File: config.mk
export PLATFORM = sky130hd
export DESIGN_NAME = led_blinker_multi
export DESIGN_NICKNAME = d
export VERILOG_FILES = /design/src/rtl/led_blinker_multi.sv
export SDC_FILE = /design/constraint.sdc
export NUM_CORES = 1
export LEC_CHECK = 0
export BUFFER_PORTS_ARGS = -buffer_cell sky130_fd_sc_hd__buf_2
export CAP_MARGIN = 20
export CELL_PAD_IN_SITES_DETAIL_PLACEMENT = 0
export CELL_PAD_IN_SITES_GLOBAL_PLACEMENT = 1
export CORE_ASPECT_RATIO = 0.75
export CORE_MARGIN = 2
export CORE_UTILIZATION = 51
export CTS_CLUSTER_DIAMETER = 40
export DETAILED_ROUTE_END_ITERATION = 16
export PLACE_DENSITY_LB_ADDON = 0.1
export SETUP_SLACK_MARGIN = 0.5
export SLEW_MARGIN = 20
export SYNTH_ARGS = -nofsm -noshare
export SYNTH_HDL_FRONTEND = slang
export SYNTH_SLANG_ARGS = --single-unit
export TNS_END_PERCENT = 10
File: constraint.sdc
create_clock -name clock -period 6.7 [get_ports clock]
set_clock_uncertainty 0.05 [all_clocks]
set_input_delay 1.005 -clock clock [delete_from_list [all_inputs] [get_ports clock]]
set_output_delay 1.005 -clock clock [all_outputs]
set_load 0.02 [all_outputs]
File: src/rtl/led_blinker_multi.sv
`default_nettype none
// +----------------------------------------------------------------------------+
// | led_blinker_multi : multi-channel LED blink/burst engine, shared tick      |
// | Revision 1.0                                                               |
// +----------------------------------------------------------------------------+
module led_blinker_multi #(
  parameter int CLOCK_FREQ = 100_000_000,
  parameter int TICK_HZ    = 1_000,
  parameter int CHANNELS   = 4,
  parameter int PERIOD_W   = 16,
  parameter int BURST_W    = 8,
  localparam int CHAN_W    = (CHANNELS > 1) ? $clog2(CHANNELS) : 1
) (
  input  logic                clock,
  input  logic                reset,
  input  logic                cfg_valid,
  output logic                cfg_ready,
  input  logic [CHAN_W-1:0]   cfg_chan,
  input  logic [1:0]          cfg_mode,
  input  logic [PERIOD_W-1:0] cfg_period,
  input  logic [PERIOD_W-1:0] cfg_high,
  input  logic [BURST_W-1:0]  cfg_bursts,
  output logic [CHANNELS-1:0] led,
  output logic [CHANNELS-1:0] burst_done
);

  localparam int DIV   = CLOCK_FREQ / TICK_HZ;
  localparam int PRE_W = (DIV > 1) ? $clog2(DIV) : 1;

  typedef enum logic [2:0] {
    S_IDLE   = 3'd0,
    S_STEADY = 3'd1,
    S_RUN    = 3'd2,
    S_BURST  = 3'd3,
    S_DONE   = 3'd4
  } state_t;

  logic [PRE_W-1:0] prescale;
  logic             tick;
  logic             ready_q;
  logic             accept;

  assign tick      = (prescale == PRE_W'(DIV - 1));
  assign cfg_ready = ready_q;
  assign accept    = cfg_valid && ready_q;

  always_ff @(posedge clock) begin
    if (reset) begin
      prescale <= '0;
      ready_q  <= 1'b0;
    end else begin
      prescale <= tick ? '0 : prescale + PRE_W'(1);
      ready_q  <= 1'b1;
    end
  end

  for (genvar c = 0; c < CHANNELS; c++) begin : g_chan
    state_t              state, state_n;
    logic [PERIOD_W-1:0] period_q, high_q, phase, phase_n, last_phase;
    logic [BURST_W-1:0]  bursts_q, bcnt, bcnt_n;
    logic                led_q, led_n, done_q, done_n, sel, wrap;

    // Words aimed at a channel index beyond CHANNELS never match here and are dropped.
    assign sel        = accept && (cfg_chan == CHAN_W'(c));
    assign last_phase = (period_q == '0) ? '0 : period_q - PERIOD_W'(1);
    assign wrap       = tick && (phase == last_phase);

    always_comb begin
      state_n = state;
      phase_n = phase;
      bcnt_n  = bcnt;
      done_n  = 1'b0;
      led_n   = 1'b0;
      case (state)
        S_STEADY: led_n = 1'b1;
        S_RUN: begin
          led_n = (phase < high_q);
          if (tick) phase_n = wrap ? '0 : phase + PERIOD_W'(1);
        end
        S_BURST: begin
          // A zero burst count must never show high time, even for one cycle.
          led_n = (phase < high_q) && (bursts_q != '0);
          if (bcnt == bursts_q) begin
            state_n = S_DONE;
            done_n  = 1'b1;
          end else if (tick) begin
            phase_n = wrap ? '0 : phase + PERIOD_W'(1);
            if (wrap) begin
              if (bcnt + BURST_W'(1) == bursts_q) begin
                state_n = S_DONE;
                done_n  = 1'b1;
              end else begin
                bcnt_n = bcnt + BURST_W'(1);
              end
            end
          end
        end
        default: led_n = 1'b0;
      endcase
      // A fresh config wins over any tick or burst completion in the same cycle.
      if (sel) begin
        phase_n = '0;
        bcnt_n  = '0;
        done_n  = 1'b0;
        case (cfg_mode)
          2'd1:    state_n = S_STEADY;
          2'd2:    state_n = S_RUN;
          2'd3:    state_n = S_BURST;
          default: state_n = S_IDLE;
        endcase
      end
    end

    always_ff @(posedge clock) begin
      if (reset) begin
        state    <= S_IDLE;
        phase    <= '0;
        bcnt     <= '0;
        led_q    <= 1'b0;
        done_q   <= 1'b0;
        period_q <= '0;
        high_q   <= '0;
        bursts_q <= '0;
      end else begin
        state  <= state_n;
        phase  <= phase_n;
        bcnt   <= bcnt_n;
        led_q  <= led_n;
        done_q <= done_n;
        if (sel) begin
          period_q <= cfg_period;
          high_q   <= cfg_high;
          bursts_q <= cfg_bursts;
        end
      end
    end

    assign led[c]        = led_q;
    assign burst_done[c] = done_q;
  end

endmodule
`default_nettype wire
==> results of run 1 <==
## logic make-up after synthesis
family          after synthesis  share of synthesized area (%)
fa+ha+maj                    73                           5.22
flops                       294                           33.6
mux                          15                          0.865
simple gates               1010                           28.7
buf+inv                     230                           5.31
compound gates              460                           16.9
xor+xnor                    179                           9.36
## cell usage in the layout (no fill, tap or decap), types with 11 or more instances in the layout
master | synthesis | routed
xor2_1 | 82 | 82
a21o_1 | 30 | 30
or4_1 | 21 | 21
nor2b_1 | 11 | 11
inv_1 | 102 | 102
xnor2_1 | 92 | 92
nand2_1 | 420 | 420
buf_4 | 10 | 12
or2_2 | 14 | 14
nand3_1 | 68 | 68
o31ai_1 | 13 | 13
mux2i_1 | 14 | 14
nand4_1 | 47 | 47
nand2b_1 | 25 | 25
or3_1 | 37 | 37
o211ai_1 | 13 | 13
o2111ai_1 | 13 | 13
and4_1 | 13 | 13
buf_2 | 11 | 54
o21ai_0 | 48 | 48
nor2_1 | 165 | 165
and3_1 | 22 | 22
dfxtp_1 | 294 | 294
a21oi_1 | 217 | 217
nor4_1 | 46 | 46
a211oi_1 | 18 | 18
clkbuf_16 | 0 | 45
a31oi_1 | 12 | 12
nor3_1 | 58 | 57
ha_1 | 73 | 73
## where the power goes
| group | total, W | internal (W) | switching (W) |
|---|---|---|---|
| Clock | 0.00245 | 0.00156 | 0.000891 |
| Combinational | 0.000491 | 0.000173 | 0.000319 |
| Sequential | 0.00180 | 0.00177 | 0.0000300 |
| Total | 0.00474 | 0.00350 | 0.00124 |
## final cells by class
| class | count | area share [%] |
|---|---|---|
| Multi-Input combinational cell | 1737 | 54.9 |
| Sequential cell | 294 | 30.3 |
| Clock buffer | 55 | 6.39 |
| Tap cell | 450 | 2.89 |
| Inverter | 103 | 1.99 |
| Timing Repair Buffer | 67 | 1.91 |
| Clock inverter | 24 | 1.67 |
## final timing paths
path	startpoint	to	slack [ps]	cells past startpoint
max	g_chan[0].period_q[0]	g_chan[0].phase[9]	2590	11
min reg2reg	g_chan[1].high_q[14]	g_chan[1].high_q[14]	400	2
min	g_chan[1].high_q[14]	g_chan[1].high_q[14]	400	2
max reg2reg	g_chan[0].period_q[0]	g_chan[0].phase[9]	2590	11
## synth_stat cells (37+ instances only)
library cell  count  share of area [%]
dfxtp_1         294                 34
or3_1            37                1.3
ha_1             73                5.2
xnor2_1          92                4.6
nor3_1           58                1.7
xor2_1           82                4.1
nand2_1         420                9.0
nor4_1           46                1.6
nand4_1          47                1.7
a21oi_1         217                6.2
nand3_1          68                1.9
inv_1           102                2.2
clkbuf_1        101                2.2
o21ai_0          48                1.4
nor2_1          165                3.5
## layer usage
metal / up-vias / part of all wire (%)
met4: 2 / 2.9
met3: 89 / 7.1
li1: 7941 / -
met1: 7632 / 49
met5: - / 0.024
met2: 515 / 41
## sequential cells by signal, summed over array words and instances, names as in the netlist
| signal | cells |
|---|---|
| g_chan.period_q | 64 |
| g_chan.bcnt | 32 |
| cfg_ready | 1 |
| g_chan.done_q | 4 |
| g_chan.state | 12 |
| prescale | 17 |
| g_chan.led_q | 4 |
| g_chan.phase | 64 |
| g_chan.high_q | 64 |
| g_chan.bursts_q | 32 |
## worst register-to-register path: stages, from the launching register on
cell,delay (ps)
dfxtp_1,380
inv_1,90
ha_1,210
nor4b_2,590
nand4_1,460
o21a_1,300
o21ai_0,170
o21ai_0,180
nor4_4,410
nand2_1,140
o21ai_1,830
nor2_1,140
## metrics by stage
step	util (%)	hold slack [ps]	setup slack [ps]	instance area, µm²	instances
floorplan	-	386	3450	17500	2261
global placement	53.1	392	2880	17900	2651
detailed placement	53.1	397	2690	17900	2651
CTS	57.8	405	2670	19500	2730
global route	57.8	419	2190	19500	2730
finish	57.8	404	2590	19500	2730
==> summary.txt, run 1 <==
Floorplanning
  • Rows: 58
  • Starting Density: 51.9%
  • Die width: 218 µm
  • Die area: 35,800 µm²
  • Core region area: 33,700 µm²
  • Io pins: 56
  • Die Ht: 164 µm

Setup path
  • Startpoint Class: register
  • Cell family with most CP delay: simple AND/OR/NAND/NOR gates
  • Worst path slowest cell: o21ai_1
  • Endpoint class of the critical path: register
  • WS Path Type: register to register
  • CP Max Fanout: 14
  • Critical Path, Cell by Cell: inv_1 -> ha_1 -> nor4b_2 -> nand4_1 -> o21a_1 -> o21ai_0 -> o21ai_0 -> nor4_4 -> nand2_1 -> o21ai_1 -> nor2_1
  • Max incr delay on CP: 830 ps
  • WP buf/inv: 1
  • CP arrival: 4450 ps
  • Worst EP required: 7040 ps
  • Most frequent CP cell: o21ai_0

STA
  • Fin crit share: 61.4%
  • Total negative setup slack: 0 ps
  • Unrepaired setup endpoints after global routing: false
  • Final Hold Fails: 0
  • Worst-Margin Slew: 1040 ps
  • Fin crit period: 4110 ps
  • Slew HR: 30.3%
  • F_max: 0.243 GHz
  • Setup violations, final: 0
  • Slew Viols, Final: 0

Final layout
  • Final net count: 2,367
  • Share of cells above drive strength 1: 8.95%
  • Area growth from synthesis to layout: 11.2%
  • Filler cells: 3,224
  • Area of the multi-input gates: 10,700 µm²
  • Antenna cells: 0
  • FF+latch area: 5890 µm²

Global route
  • Met2 Resource Use GR: 43.5%
  • Vias in the first global route: 14,700
  • Gr ovfl total: 0
  • First-pass GRT wire length: 83,600 µm
  • GRT met3 Usage: 5.38%
  • Largest net degree at the start of global routing: 67
  • Global route hottest layer: met1
  • Total GRT Usage: 29.8%
  • GRT met1 Usage: 44.1%
  • Antenna violations before repair: 1

Routing
  • Final wirelength: 53,600 µm
  • Via count: 16,200
  • Wire per inst: 19.6 µm
  • DRC errors left: 0
  • Initial drt markers: 1,345
  • Via density per instance: 5.93
  • Antenna viol nets, final: 0
  • DR pass1 iterations: 5

Power and ir drop
  • Tot Pwr: 0.00474 W
  • Pwr Density: 244 nW/µm²
  • VDD IR max: 0.187 mV
  • Leak: 7.18 nW

CTS
  • # resized after CTS: 0
  • Clock buffer depth: 3
  • # H-tree levels: 2
  • Post-CTS setup buffers: 0
  • Clk sink count: 294
  • CTS tree: built
  • Skew-Pair Late Insertion Delay: 550 ps
  • CTS Buf Count: 44
  • Root Driver: clkbuf_16
  • Hold_buf cts: 0
  • Clock-pin slew on the worst setup and hold paths: 50 ps

Synthesis
  • Avg Cell Area, Syn: 7.74 µm²
  • Synth cell types: 96
  • Seq cells post-synth: 294
  • Syn_nets: 2,381
  • Synth Flop Type: dfxtp_1
  • Post-Syn Area: 17,500 µm²
  • Synthesis Warnings: 0
  • Synth Instances: 2,261
  • Post-synthesis async set-or-reset flop share: 0%
  • Number of synthesized flops with an enable pin: 0
  • Post-synthesis sequential area ratio: 33.6%

Placed design
  • DP Wirelength: 38,000 µm
  • Port Buffer Count: 55
  • Final RePlAce weighted congestion: 0.950

Run status
  • Status: finished, final reports clean

Worst hold path
  • Min-delay worst type: register to register

Run
  • Max-cap viol count: 0
Power figures use the tool's default switching activity.
==> inputs of run 2 (changes only) <==
--- a/config.mk
+++ b/config.mk
@@ -5,13 +5,14 @@
 export SDC_FILE = /design/constraint.sdc
 export NUM_CORES = 1
 export LEC_CHECK = 0
+export ABC_AREA = 1
 export BUFFER_PORTS_ARGS = -buffer_cell sky130_fd_sc_hd__buf_2
 export CAP_MARGIN = 20
 export CELL_PAD_IN_SITES_DETAIL_PLACEMENT = 0
 export CELL_PAD_IN_SITES_GLOBAL_PLACEMENT = 1
 export CORE_ASPECT_RATIO = 0.75
 export CORE_MARGIN = 2
-export CORE_UTILIZATION = 51
+export CORE_UTILIZATION = 41
 export CTS_CLUSTER_DIAMETER = 40
 export DETAILED_ROUTE_END_ITERATION = 16
 export PLACE_DENSITY_LB_ADDON = 0.1
==> constraint.sdc (replaced) <==
create_clock -name clock -period 3.45 [get_ports clock]
set_clock_uncertainty 0.05 [all_clocks]
set_input_delay 0.5175 -clock clock [delete_from_list [all_inputs] [get_ports clock]]
set_output_delay 0.5175 -clock clock [all_outputs]
set_load 0.02 [all_outputs]
==> run 2 against run 1 <==
Non-clock buffer count grew 6. Sequential share of layout area fell by 0.69 points. Critical path depth grew 2. Core utilization is 11 points lower. Clock-buffer cell count increased by 2. Critical path type unchanged.
==> summary.txt, run 2 <==
Final layout
  • Fin area: 19,900 µm²
  • Area growth from synthesis to layout: 13.5%
  • Top flop regs: g_chan.high_q: 64 flops, g_chan.period_q: 64 flops, g_chan.phase: 64 flops
  • Most common cell after layout, fill and taps aside: nand2_1
  • Share of cells above drive strength 1: 9.25%
  • Final net count: 2,787
  • Area of the multi-input gates: 9990 µm²
  • Filler cells: 4,518
  • Commonest cells after routing, fill and taps aside: nand2_1 (487), nor2_1 (356), inv_1 (339)
  • FF+latch area: 5890 µm²

Floorplanning
  • Rows: 65
  • Io pins: 56
  • Core region area: 42,100 µm²
  • Die area: 44,500 µm²
  • Starting Density: 41.7%
  • Die width: 243 µm
  • Die Ht: 183 µm

Synthesis
  • Avg Cell Area, Syn: 6.69 µm²
  • Post-synthesis sequential area ratio: 33.5%
  • Synthesis Warnings: 0
  • Synth Instances: 2,622
  • Syn_nets: 2,742
  • Largest area contributor in the netlist: dfxtp_1
  • Synth Flop Type: dfxtp_1
  • Synth top area share: 33.5%
  • Top-count cell post-synth: nand2_1
  • Largest cells by area after synthesis: dfxtp_1 (34%), nand2_1 (10%), nor2_1 (7.6%)
  • Most frequent cells after synthesis: nand2_1 (488), nor2_1 (356), inv_1 (340)
  • Post-Syn Area: 17,500 µm²
  • Synth cell types: 57
  • Post-synthesis async set-or-reset flop share: 0%
  • Seq cells post-synth: 294
  • Number of synthesized flops with an enable pin: 0

Power and ir drop
  • Internal cell power: 0.00690 W
  • Sw Share: 29.3%
  • Share of power burned in registers: 36.1%
  • Switching power of the nets: 0.00286 W
  • Pwr Density: 490 nW/µm²
  • VDD IR max: 0.567 mV
  • Comb pwr share: 14.9%
  • Leak: 8.57 nW
  • Clk pwr share: 49.0%

Placed design
  • Port Buffer Count: 55
  • Post-place instance area: 18,300 µm²
  • Post-Place Setup Slack: 564 ps
  • DP Wirelength: 43,100 µm
  • Final RePlAce weighted congestion: 0.947

Routing
  • DR pass1 iterations: 5
  • Via count: 16,800
  • Antenna viol nets, final: 0
  • Final wirelength: 56,800 µm
  • Wire per inst: 17.4 µm
  • DRC errors left: 0
  • Initial drt markers: 1,148
  • Via density per instance: 5.13

Worst hold path
  • Min-delay worst type: input port to register

STA
  • Slew Viols, Final: 0
  • Total negative setup slack: 0 ps
  • Fin crit period: 2820 ps
  • Fin crit share: 81.9%
  • Worst-Margin Slew: 983 ps
  • Setup violations, final: 0
  • Final Hold Fails: 0
  • Slew HR: 34.5%
  • F_max: 0.354 GHz
  • Final hold slack: 212 ps
  • Unrepaired setup endpoints after global routing: true
  • Setup ws final: 625 ps

Global route
  • Largest net degree at the start of global routing: 108
  • Gr ovfl total: 0
  • Antenna violations before repair: 3
  • Vias in the first global route: 15,700
  • Total GRT Usage: 25.6%
  • First-pass GRT wire length: 88,700 µm

Setup path
  • CP Max Fanout: 28
  • Critical Path, Cell by Cell: inv_2 -> ha_1 -> nand2_2 -> nor2_4 -> nand2_4 -> nand3_2 -> nand2_1 -> nor2_1 -> nand3_1 -> nor2_2 -> nand3_4 -> o21ai_2 -> nor3b_1
  • Worst EP required: 3830 ps
  • Worst path slowest cell: o21ai_2
  • Endpoint class of the critical path: register
  • Startpoint Class: register
  • CP arrival: 3210 ps
  • WS Path Type: register to register
  • Max incr delay on CP: 500 ps

CTS
  • CTS Buf Count: 46
  • Clock-pin slew on the worst setup and hold paths: 60 ps
  • Skew-Pair Late Insertion Delay: 580 ps
  • Root Driver: clkbuf_16
  • CTS tree: built
  • Clock buffer depth: 3
  • # H-tree levels: 2
  • Hold_buf cts: 0
  • Clk sink count: 294

Run status
  • Status: finished, final reports clean

Run
  • Max-cap viol count: 0
## run 2: changes by cell type in the layout (fill, tap and decap cells not counted), sizes merged, moves of 40 or more
cell,change
o21ai,+163
nand2,+80
xnor2,-55
nand3,+145
nor4,-40
inv,+249
nor2,+224
## run 2: metrics by stage
| step | total power [W] | utilization, % | cells |
|---|---|---|---|
| floorplan | 0.00469 | - | 2622 |
| global placement | 0.00503 | 43.4 | 3186 |
| global route | 0.0102 | 47.3 | 3272 |
| finish | 0.00976 | 47.3 | 3273 |
| detailed placement | 0.00504 | 43.4 | 3186 |
| CTS | 0.00986 | 47.2 | 3270 |
## run 2: cell type report
class                   instances  area share [%]
diodes                          1          0.0126
clock buffers                  57            6.40
clock inverters                27            1.58
inverters                     353            6.66
multi-input cells            1899            50.2
flip-flops and latches        294            29.6
well taps                     569            3.58
repair buffers                 73            2.06
## run 2: repair_timing
action / CTS / global route
setup endpoints to repair: 0 / 56
gates resized for setup: 0 / 6
buffers inserted: 0 / 2
## run 2: layer usage
metal  share of wire [%]  GRT usage (%)  wire (µm)  vias up
li1                    -              -          -     8665
met1                  50           36.9      28400     7684
met2                  42           38.5      23700      377
met3                 6.1           4.92       3450       77
met4                 2.3           7.53       1330        0
met5                   0              0          0        -
## run 2: cells by family after synthesis
family,Yosys count,synth area share (%)
simple gates,1290,33.6
buf+inv,429,9.75
flops,294,33.5
fa+ha+maj,73,5.21
compound gates,443,13.2
xor+xnor,93,4.68
## run 2: power by group through the flow
stage / clock (W) / combinational [W] / sequential, W
after floorplan: 0 / 0.00110 / 0.00358
after CTS: 0.00488 / 0.00145 / 0.00353
after global placement: 0 / 0.00143 / 0.00360
after global routing: 0.00502 / 0.00164 / 0.00353
final: 0.00478 / 0.00145 / 0.00353
after detailed placement: 0 / 0.00144 / 0.00360
## run 2: final timing paths
| path | from | to | slack [ps] | cells after the start |
|---|---|---|---|---|
| worst max register to register | g_chan[3].period_q[0] | g_chan[3].phase[3] | 630 | 13 |
| worst min register to register | prescale[0] | prescale[0] | 400 | 1 |
| worst max-delay path | g_chan[3].period_q[0] | g_chan[3].phase[3] | 630 | 13 |
| worst min-delay path | cfg_bursts[3] | g_chan[2].bursts_q[3] | 210 | 3 |
## run 2: critical path, delay by kind of cell, from the launching register on
kind	cells	cell delay, ps
flops	1	300
fa+ha+maj	1	270
simple gates	10	1460
buf+inv	1	90
compound gates	1	500
